### src/rtl/mem_pkg.sv
// Shared types and constants for the data-memory access stage.
// Latency: n/a (types, constants and a size-decode helper only).
// Backpressure: n/a.
package mem_pkg;

  typedef enum logic [1:0] {
    MEM_BYTE = 2'b00,
    MEM_HALF = 2'b01,
    MEM_WORD = 2'b10
  } mem_size_t;

  typedef enum logic [1:0] {
    IDLE = 2'b00,
    BUSY = 2'b01,
    DONE = 2'b10
  } mem_state_t;

  localparam logic [3:0] BE_NONE    = 4'b0000;
  localparam logic [3:0] BE_LO_HALF = 4'b0011;
  localparam logic [3:0] BE_HI_HALF = 4'b1100;
  localparam logic [3:0] BE_WORD    = 4'b1111;

  // Raw 2-bit size field to enum; the reserved encoding 11 behaves as a word.
  function automatic mem_size_t to_size(input logic [1:0] sz);
    case (sz)
      2'b00:   to_size = MEM_BYTE;
      2'b01:   to_size = MEM_HALF;
      default: to_size = MEM_WORD;
    endcase
  endfunction

endpackage

### src/rtl/mem_access_load_align.sv
// Load lane extraction and sign/zero extension (little-endian).
// Latency: 0 cycles, purely combinational.
// Backpressure: none.
module load_align
  import mem_pkg::*;
(
  input  logic [31:0] rdata,
  input  logic [1:0]  addr,
  input  mem_size_t   size,
  input  logic        is_unsigned,
  output logic [31:0] data
);

  logic [7:0]  byte_v;
  logic [15:0] half_v;

  // Select the addressed lane, then extend it to a full word.
  always_comb begin
    case (addr)
      2'd0:    byte_v = rdata[7:0];
      2'd1:    byte_v = rdata[15:8];
      2'd2:    byte_v = rdata[23:16];
      default: byte_v = rdata[31:24];
    endcase
    half_v = addr[1] ? rdata[31:16] : rdata[15:0];
    case (size)
      MEM_BYTE: data = {{24{~is_unsigned & byte_v[7]}}, byte_v};
      MEM_HALF: data = {{16{~is_unsigned & half_v[15]}}, half_v};
      default:  data = rdata;
    endcase
  end

endmodule

### src/rtl/mem_access.sv
// Data-memory access stage: drives a req/ack data port for loads and stores, passes other ops through.
// Latency: 0 cycles for non-memory ops; 3 cycles minimum for loads/stores (IDLE, BUSY until ack, DONE).
// Backpressure: stall holds EX/MEM while an access is outstanding; bubbles go downstream meanwhile.
// Optional: define MEM_MISALIGN_TRAP_EN to trap misaligned half/word accesses instead of forcing alignment.
module mem_access
  import mem_pkg::*;
#(
  parameter int ADDR_W = 32,
  parameter int DATA_W = 32
) (
  input  logic              clk,
  input  logic              rst_n,
  input  logic              valid_in,
  input  logic [ADDR_W-1:0] alu_result,
  input  logic [DATA_W-1:0] store_data,
  input  logic              mem_read,
  input  logic              mem_write,
  input  logic [1:0]        mem_size,
  input  logic              mem_unsigned,
  input  logic              mem_to_reg,
  input  logic              reg_write,
  input  logic              halted,
  input  logic [4:0]        rd_num,
  output logic              dmem_req,
  output logic              dmem_we,
  output logic [ADDR_W-1:0] dmem_addr,
  output logic [DATA_W-1:0] dmem_wdata,
  output logic [3:0]        dmem_be,
  input  logic              dmem_ack,
  input  logic [DATA_W-1:0] dmem_rdata,
  output logic [ADDR_W-1:0] alu_result_out,
  output logic [DATA_W-1:0] read_data,
  output logic              mem_to_reg_out,
  output logic              reg_write_out,
  output logic              halted_out,
  output logic [4:0]        rd_num_out,
  output logic              stall,
  output logic              misaligned
);

  mem_state_t        state_q, state_d;
  logic              latch;
  logic              req_q;
  logic [ADDR_W-1:0] addr_q;
  logic [DATA_W-1:0] wdata_q, wdata_d, rdata_q, ld_data;
  logic [3:0]        be_q, be_d;
  mem_size_t         size_q, size_in;
  logic              st_q, uns_q, m2r_q, rw_q, halt_q;
  logic [4:0]        rd_q;
  logic              mem_op, mis_in;

  assign mem_op  = mem_read | mem_write;
  assign size_in = to_size(mem_size);

`ifdef MEM_MISALIGN_TRAP_EN
  assign mis_in = mem_op &
                  (((size_in == MEM_HALF) && alu_result[0]) ||
                   ((size_in == MEM_WORD) && (alu_result[1:0] != 2'b00)));
`else
  assign mis_in = 1'b0;
`endif

  // Store data replicated across lanes plus the byte enables for the addressed lanes.
  always_comb begin
    wdata_d = store_data;
    be_d    = BE_WORD;
    case (size_in)
      MEM_BYTE: begin
        wdata_d = {4{store_data[7:0]}};
        be_d    = 4'b0001 << alu_result[1:0];
      end
      MEM_HALF: begin
        wdata_d = {2{store_data[15:0]}};
        be_d    = alu_result[1] ? BE_HI_HALF : BE_LO_HALF;
      end
      default: ;
    endcase
  end

  load_align u_load_align (
    .rdata       (rdata_q),
    .addr        (addr_q[1:0]),
    .size        (size_q),
    .is_unsigned (uns_q),
    .data        (ld_data)
  );

  // State register.
  always_ff @(posedge clk or negedge rst_n) begin
    if (!rst_n) state_q <= IDLE;
    else        state_q <= state_d;
  end

  // Next state and stage outputs; default is a bubble showing the latched fields.
  always_comb begin
    state_d        = state_q;
    latch          = 1'b0;
    stall          = 1'b0;
    misaligned     = 1'b0;
    reg_write_out  = 1'b0;
    mem_to_reg_out = 1'b0;
    halted_out     = 1'b0;
    alu_result_out = addr_q;
    rd_num_out     = rd_q;
    read_data      = st_q ? '0 : ld_data;
    case (state_q)
      IDLE: begin
        if (valid_in) begin
          if (mis_in) begin
            // Faulting access: no memory request, halt the pipeline at writeback.
            misaligned     = 1'b1;
            halted_out     = 1'b1;
            alu_result_out = alu_result;
            rd_num_out     = rd_num;
            read_data      = '0;
          end else if (mem_op) begin
            latch   = 1'b1;
            stall   = 1'b1;
            state_d = BUSY;
          end else begin
            reg_write_out  = reg_write;
            mem_to_reg_out = mem_to_reg;
            halted_out     = halted;
            alu_result_out = alu_result;
            rd_num_out     = rd_num;
            read_data      = '0;
          end
        end
      end
      BUSY: begin
        stall = 1'b1;
        if (dmem_ack) state_d = DONE;
      end
      DONE: begin
        reg_write_out  = rw_q;
        mem_to_reg_out = m2r_q;
        halted_out     = halt_q;
        state_d        = IDLE;
      end
      default: state_d = IDLE;
    endcase
  end

  // Capture the instruction on entry to BUSY, raise the request, and take load data on ack.
  always_ff @(posedge clk or negedge rst_n) begin
    if (!rst_n) begin
      req_q   <= 1'b0;
      addr_q  <= '0;
      wdata_q <= '0;
      be_q    <= BE_NONE;
      size_q  <= MEM_BYTE;
      st_q    <= 1'b0;
      uns_q   <= 1'b0;
      m2r_q   <= 1'b0;
      rw_q    <= 1'b0;
      halt_q  <= 1'b0;
      rd_q    <= '0;
      rdata_q <= '0;
    end else if (latch) begin
      req_q   <= 1'b1;
      addr_q  <= alu_result;
      wdata_q <= wdata_d;
      be_q    <= be_d;
      size_q  <= size_in;
      st_q    <= mem_write;
      uns_q   <= mem_unsigned;
      m2r_q   <= mem_to_reg;
      rw_q    <= reg_write;
      halt_q  <= halted;
      rd_q    <= rd_num;
    end else if ((state_q == BUSY) && dmem_ack) begin
      req_q   <= 1'b0;
      rdata_q <= dmem_rdata;
    end
  end

  assign dmem_req   = req_q;
  assign dmem_we    = req_q & st_q;
  assign dmem_be    = req_q ? be_q : BE_NONE;
  assign dmem_addr  = {addr_q[ADDR_W-1:2], 2'b00};
  assign dmem_wdata = wdata_q;

endmodule
### config.mk
export PLATFORM = sky130hd
export DESIGN_NAME = mem_access
export DESIGN_NICKNAME = d
export VERILOG_FILES = /design/src/rtl/mem_pkg.sv /design/src/rtl/mem_access_load_align.sv /design/src/rtl/mem_access.sv
export SDC_FILE = /design/constraint.sdc
export NUM_CORES = 1
export LEC_CHECK = 0
export CELL_PAD_IN_SITES_DETAIL_PLACEMENT = 1
export CELL_PAD_IN_SITES_GLOBAL_PLACEMENT = 2
export CORE_ASPECT_RATIO = 0.9
export CORE_MARGIN = 8
export CORE_UTILIZATION = 25
export DETAILED_ROUTE_END_ITERATION = 6
export PLACE_DENSITY_LB_ADDON = 0.1
export SETUP_SLACK_MARGIN = 0.05
export SLEW_MARGIN = 20
export SYNTH_ARGS = -nofsm -noshare
export SYNTH_HDL_FRONTEND = slang
export SYNTH_SLANG_ARGS = --single-unit
### constraint.sdc
create_clock -name clk -period 3.45 [get_ports clk]
set_clock_uncertainty 0.15 [all_clocks]
set_input_delay 0.69 -clock clk [delete_from_list [all_inputs] [get_ports clk]]
set_output_delay 0.69 -clock clk [all_outputs]
set_load 0.05 [all_outputs]
==> impl_metrics.tcl, run 1 <==
set metrics [dict create \
    outcome "complete, no violations" \
    synth_commonest_cells "nand2_1, dfrtp_1, o21ai_0, buf_4, inv_1" \
    power_frac_seq_pct 23.2 \
    p_leak_nw 4.589 \
    setup_viol 0 \
    synth_cells 786 \
    grt_pass1_wl_um 37990 \
    switching_power_mw 4.617 \
    reg2reg_from "state_q[1]$_DFFE_PN0P_" \
    routed_via_density 4.353 \
    fin_tns_setup_ns 0 \
    p_int_mw 4.946 \
    drc_errors 0 \
    ctsHoldBuffers 0 \
    crit_family "buffers and inverters" \
    first_pass_iters 4 \
    r2r_end "rd_q[2]$_DFFE_PN0P_" \
    yosysSeqAreaShare_pct 46.10 \
    crit_top_cell "buf_4" \
    postSynthAreaPerCell_um2 7.942 \
    async_flop_share_pct 100.0 \
    area_delta_synth_final_pct 59.45 \
    pin_count 257 \
    ys_types 38 \
    die_area_um2 30290 \
    crit_required_ns 2.61 \
    routed_wl_um 23640 \
    crit_fanout 9 \
    max_stage_delay_ns 0.55 \
    clock-root-buffer "clkbuf_16" \
    cts_num_sinks 115 \
    synthTopCellsByArea "dfrtp_1, nand2_1, o21ai_0" \
    overflow 0 \
    drive_gt1_share_pct 16.85 \
    antenna_found_initial 2 \
    die_w_um 182.6 \
    fin_hold_ws_ns 0.07903 \
    startpoint_type "input pin" \
    clock_path_buffers 2 \
    drtIter0Drc 282 \
    grt_pass1_vias 6437 \
    end_kind "primary output" \
    netlist_area_um2 6242 \
    synth_ff_type "dfrtp_1" \
    switching_share_pct 48.28 \
    core-area_um2 24840 \
    ff2ff_setup_slack_ns 1.44 \
    cp.depth 8 \
    tritoncts "built" \
    min_path_type "in -> async" \
    ys.warnings.count 0 \
    vias 5911 \
    synth_edf_count 0 \
    synth_top_area_cell "dfrtp_1" \
    cts_made_buffers 17 \
    period_share_pct 94.85 \
    p_per_area_nw_per_um2 960.8 \
    ys_ff_latch 115 \
    post-synth-top-count-cell "nand2_1" \
    reg2regPathDepth 6 \
    crit_start "mem_read" \
    path_buf_inv 4 \
    fin_area_um2 9953 \
    fp.dieH_um 165.9 \
    drv_cap 0 \
    place_area_um2 9313 \
    dp_hpwl_um 17330 \
    synthDominantCellAreaShare_pct 46.10 \
    hold_viol_final 0 \
    p_clk_share_pct 18.8 \
    portBuffers 253 \
    cp.arrival_ns 2.43 \
    rsz0062_at_grt "no" \
    period_needed_ns 3.272 \
    initial_core_util_pct 25.13 \
    comb_power_share_pct 58.0 \
    postRouteAntennaNets 0 \
    rows 55 \
    post_drt_wl_per_cell_um 17.41 \
    cts.reportedPaths.clkPinSlew_ns 0.06 \
    dp_slack_ns 0.07076 \
    crit_type "in -> out" \
    fin_util_pct 40.07 \
    clk-insertion-delay-late_ns 0.41 \
    crit_end "read_data[12]" \
    grt_max_degree 106 \
    crit_chain "clkdlybuf4s50_1 > nor2_1 > buf_4 > nand2_1 > nand2b_1 > buf_4 > a221oi_2 > buf_12" \
    gp_congestion 0.7498 \
    timing.final.ws_setup_ns 0.1777 \
    vdd_drop_max_v 0.0003694 \
    track_usage_pct 15.91 \
    layout.nets 1116 \
    slowest_stage "clkdlybuf4s50_1" \
    max_freq_mhz 305.6 \
    tightestPinTransition_ns 0.6740 \
    timing.max_slew.rel_slack_pct 54.92 \
    cts_htree_levels 4 \
    slew_violations 0 \
]
## sequential cells by signal (all words and copies together), names as in the netlist
signal	flops
addr_q	32
dmem_wdata	32
rdata_q	32
rd_q	5
be_q	4
size_q	2
state_q	2
dmem_req	1
halt_q	1
m2r_q	1
rw_q	1
st_q	1
uns_q	1
## cell type report
cell class                      instances  area (µm²)
Inverter                               30       112.6
Fill cell                            2860       14890
Timing Repair Buffer                  277        3115
Sequential cell                       115        2880
Clock inverter                         13       161.4
Clock buffer                           18       429.2
Tap cell                              342       427.9
Multi-Input combinational cell        562        2824
Antenna cell                            1       2.502
## cell usage in the layout (no fill, tap or decap), types with 17 or more instances in the layout
master,Yosys,layout
inv_1,30,30
clkdlybuf4s50_1,0,179
mux2i_1,26,26
o21ai_0,65,65
buf_4,35,51
buf_12,0,47
nand2_1,362,362
nor2_1,27,26
dfrtp_1,115,113
clkbuf_16,0,17
## power by group through the flow
stage | Clock (mW) | Combinational [mW] | Sequential (mW)
final | 1.80 | 5.55 | 2.22
after global routing | 1.92 | 5.90 | 2.30
after CTS | 1.86 | 5.61 | 2.23
after detailed placement | 0 | 5.56 | 2.24
after global placement | 0 | 5.55 | 2.24
after floorplan | 0 | 3.12 | 2.58
## layer usage
| metal | wire length [µm] | vias up | global-route usage (%) |
|---|---|---|---|
| li1 | - | 2924 | - |
| met4 | 173 | 4 | 3.313 |
| met1 | 10460 | 2827 | 19.61 |
| met2 | 11010 | 142 | 25.33 |
| met3 | 1977 | 14 | 7.021 |
| met5 | 23 | - | 0 |
## how the worst min path moves through the flow
stage,startpoint,end,slack [ns]
final,rst_n,rdata_q[27]$_DFFE_PN0P_,0.08
after global routing,rst_n,rdata_q[27]$_DFFE_PN0P_,0.11
after CTS,rst_n,rdata_q[27]$_DFFE_PN0P_,0.09
after detailed placement,dmem_wdata[5]$_DFFE_PN0P_,dmem_wdata[5]$_DFFE_PN0P_,0.32
after global placement,dmem_wdata[3]$_DFFE_PN0P_,dmem_wdata[3]$_DFFE_PN0P_,0.31
after floorplan,rst_n,addr_q[0]$_DFFE_PN0P_,0.24
## through the flow
stage | total power [mW] | cells
after floorplan | 5.700 | 788
after global placement | 7.782 | 1325
after detailed placement | 7.809 | 1325
after CTS | 9.706 | 1357
after global routing | 10.11 | 1357
final | 9.563 | 1358
## cell families (layout without fill, tap and decap cells)
logic type | after synthesis | count (layout) | synth area share, %
other | 1 | 4 | 0.06007
AND/OR/NAND/NOR | 406 | 406 | 25.56
AO/OA/AOI/OAI | 126 | 126 | 14.41
multiplexers | 27 | 27 | 4.410
buffers and inverters | 111 | 338 | 9.461
flip-flops | 115 | 115 | 46.10
## repair_timing
item,4_1_cts,5_1_grt
resized for setup,1,8
buffers inserted,1,0
endpoints found under the setup margin,21,13
pin swaps,1,0
No activity file was read; power rests on OpenSTA's default activity.
==> run 2, diff against run 1 <==
- GPL_TIMING_DRIVEN: not set -> 0
==> run 2 against run 1 <==
Against the previous run: sequential power about the same; die area unchanged; first-iteration DRC count increased by 1.8%; flip-flop and latch count unchanged; fmax decreased by 3.9%; routed wire length increased by 10%; via count increased by 6.4%; hold slack got worse by 0.0084 ns; non-clock buffer count increased by 69; sequential share of layout area decreased by 0.071 points; utilization increased by 0.081 points; combinational power decreased by 3.6%; critical path type unchanged; critical endpoint is now read_data[6]; largest power group unchanged.
==> impl_metrics.tcl, run 2 (synthesis gave the netlist of run 1 again) <==
set metrics [dict create \
    routed_wl_um 26010 \
    cts_made_buffers 17 \
    comb_power_share_pct 55.4 \
    layout_common_cells "nand2_1, clkdlybuf4s50_1, dfrtp_1" \
    drtIter0Drc 287 \
    tritoncts "built" \
    p_int_mw 4.960 \
    dp_hpwl_um 19580 \
    die_area_um2 30290 \
    vdd_drop_max_v 0.0003575 \
    postRouteAntennaNets 0 \
    outcome "complete, no violations" \
    clock-root-buffer "clkbuf_16" \
    power_mw 9.660 \
    drc_errors 0 \
    die_w_um 182.6 \
    crit_fanout 7 \
    drv_cap 0 \
    timing.final.ws_setup_ns 0.04617 \
    p_clk_share_pct 21.7 \
    vias 6288 \
    slew_violations 0 \
    ctsHoldBuffers 0 \
    layout.nets 1185 \
    switching_share_pct 48.65 \
    clk-insertion-delay-late_ns 0.41 \
    fp.dieH_um 165.9 \
    overflow 0 \
    crit_type "in -> out" \
    drive_gt1_share_pct 19.72 \
    place_area_um2 9243 \
    min_path_type "in -> async" \
    power_frac_seq_pct 23.0 \
    core-area_um2 24840 \
    grt_pass1_vias 6889 \
    cts_num_sinks 115 \
    setup_viol 0 \
    grt_pass1_wl_um 40560 \
    clock_path_buffers 2 \
    cts.reportedPaths.clkPinSlew_ns 0.06 \
    cts_htree_levels 4 \
    timing.max_slew.rel_slack_pct 39.39 \
    p_per_area_nw_per_um2 968.6 \
    fin_tns_setup_ns 0 \
    grt_max_degree 70 \
    pin_count 257 \
    portBuffers 253 \
    period_share_pct 98.66 \
    track_usage_pct 17.14 \
    crit_required_ns 2.61 \
    post_drt_wl_per_cell_um 18.20 \
    hold_viol_final 0 \
    end_kind "primary output" \
    max_freq_mhz 293.8 \
    first_pass_iters 4 \
    tightestPinTransition_ns 0.9091 \
    period_needed_ns 3.404 \
    antenna_found_initial 2 \
    startpoint_type "input pin" \
    rows 55 \
    rsz0062_at_grt "yes" \
    area_delta_synth_final_pct 59.77 \
    cp.arrival_ns 2.56 \
    routed_via_density 4.400 \
    p_leak_nw 4.740 \
    switching_power_mw 4.699 \
    gp_congestion 0.7518 \
    dp_slack_ns -0.7277 \
    initial_core_util_pct 25.13 \
    final_common_cell "nand2_1" \
    fin_area_um2 9973 \
]
## run 2: cell count changes in the layout (fill, tap and decap cells not counted), moves of 4 or more
cell,previous run,this run
clkdlybuf4s15_2,0,18
buf_2,0,49
a21oi_1,10,16
buf_12,47,1
buf_6,0,15
a21oi_2,16,7
buf_4,51,47
clkbuf_2,0,4
clkinv_2,4,0
clkbuf_1,1,20
clkbuf_4,0,4
## run 2: timing repair
| item | in CTS | in global routing |
|---|---|---|
| pin swaps | 1 | 1 |
| gates resized for setup | 321 | 48 |
| gates cloned | 0 | 1 |
| buffers inserted | 5 | 5 |
| endpoints found under the setup margin | 73 | 61 |
## run 2: worst max-delay path: stages
cell,delay (ns)
clkdlybuf4s50_1,0.53
nor2_2,0.10
and2_0,0.13
buf_2,0.15
nor2_2,0.28
o221a_2,0.29
clkdlybuf4s15_2,0.38
## run 2: power by group through the flow
stage | Clock, mW | Combinational [mW] | Sequential [mW]
finish | 2.09 | 5.35 | 2.22
global route | 2.21 | 5.68 | 2.29
CTS | 2.16 | 5.31 | 2.22
detailed placement | 0 | 5.40 | 2.23
global placement | 0 | 5.37 | 2.23
floorplan | 0 | 3.12 | 2.58
## run 2: cell type report
cell class,count,area [µm²]
diodes,2,5.005
plain buffers,81,516.7
clock buffers,18,439.2
clock inverters,14,249.0
fillers,2974,14870
inverters,30,112.6
multi-input cells,562,2820
flip-flops and latches,115,2879
well taps,342,427.9
repair buffers,265,2524
## run 2: worst paths after layout
path	from	to	slack [ns]	depth (start not counted)
min reg2reg	dmem_wdata[12]$_DFFE_PN0P_	dmem_wdata[12]$_DFFE_PN0P_	0.32	2
max	mem_write	read_data[6]	0.05	7
max in group asynchronous	rst_n	addr_q[0]$_DFFE_PN0P_	2.39	2
max reg2reg	state_q[1]$_DFFE_PN0P_	rdata_q[18]$_DFFE_PN0P_	1.16	6
min in group clk	dmem_wdata[12]$_DFFE_PN0P_	dmem_wdata[12]$_DFFE_PN0P_	0.32	2
min	rst_n	rdata_q[27]$_DFFE_PN0P_	0.07	1
## run 2: stage by stage
step / instances / hold slack [ns] / utilization (%)
floorplan: 788 / 0.2444 / -
global placement: 1383 / 0.3072 / 37.07
detailed placement: 1384 / 0.3192 / 37.20
CTS: 1421 / 0.09700 / 39.70
global route: 1428 / 0.09654 / 40.14
finish: 1429 / 0.07060 / 40.15
## run 2: routing by layer
| metal | share of wire (%) | global-route usage, % | vias to the layer above | routed length (µm) |
|---|---|---|---|---|
| li1 | - | - | 3061 | - |
| met1 | 45 | 21.33 | 3064 | 11700 |
| met2 | 46 | 27.22 | 143 | 12050 |
| met3 | 7.7 | 7.043 | 18 | 1993 |
| met4 | 0.95 | 4.061 | 2 | 246 |
| met5 | 0.050 | 0 | - | 13 |
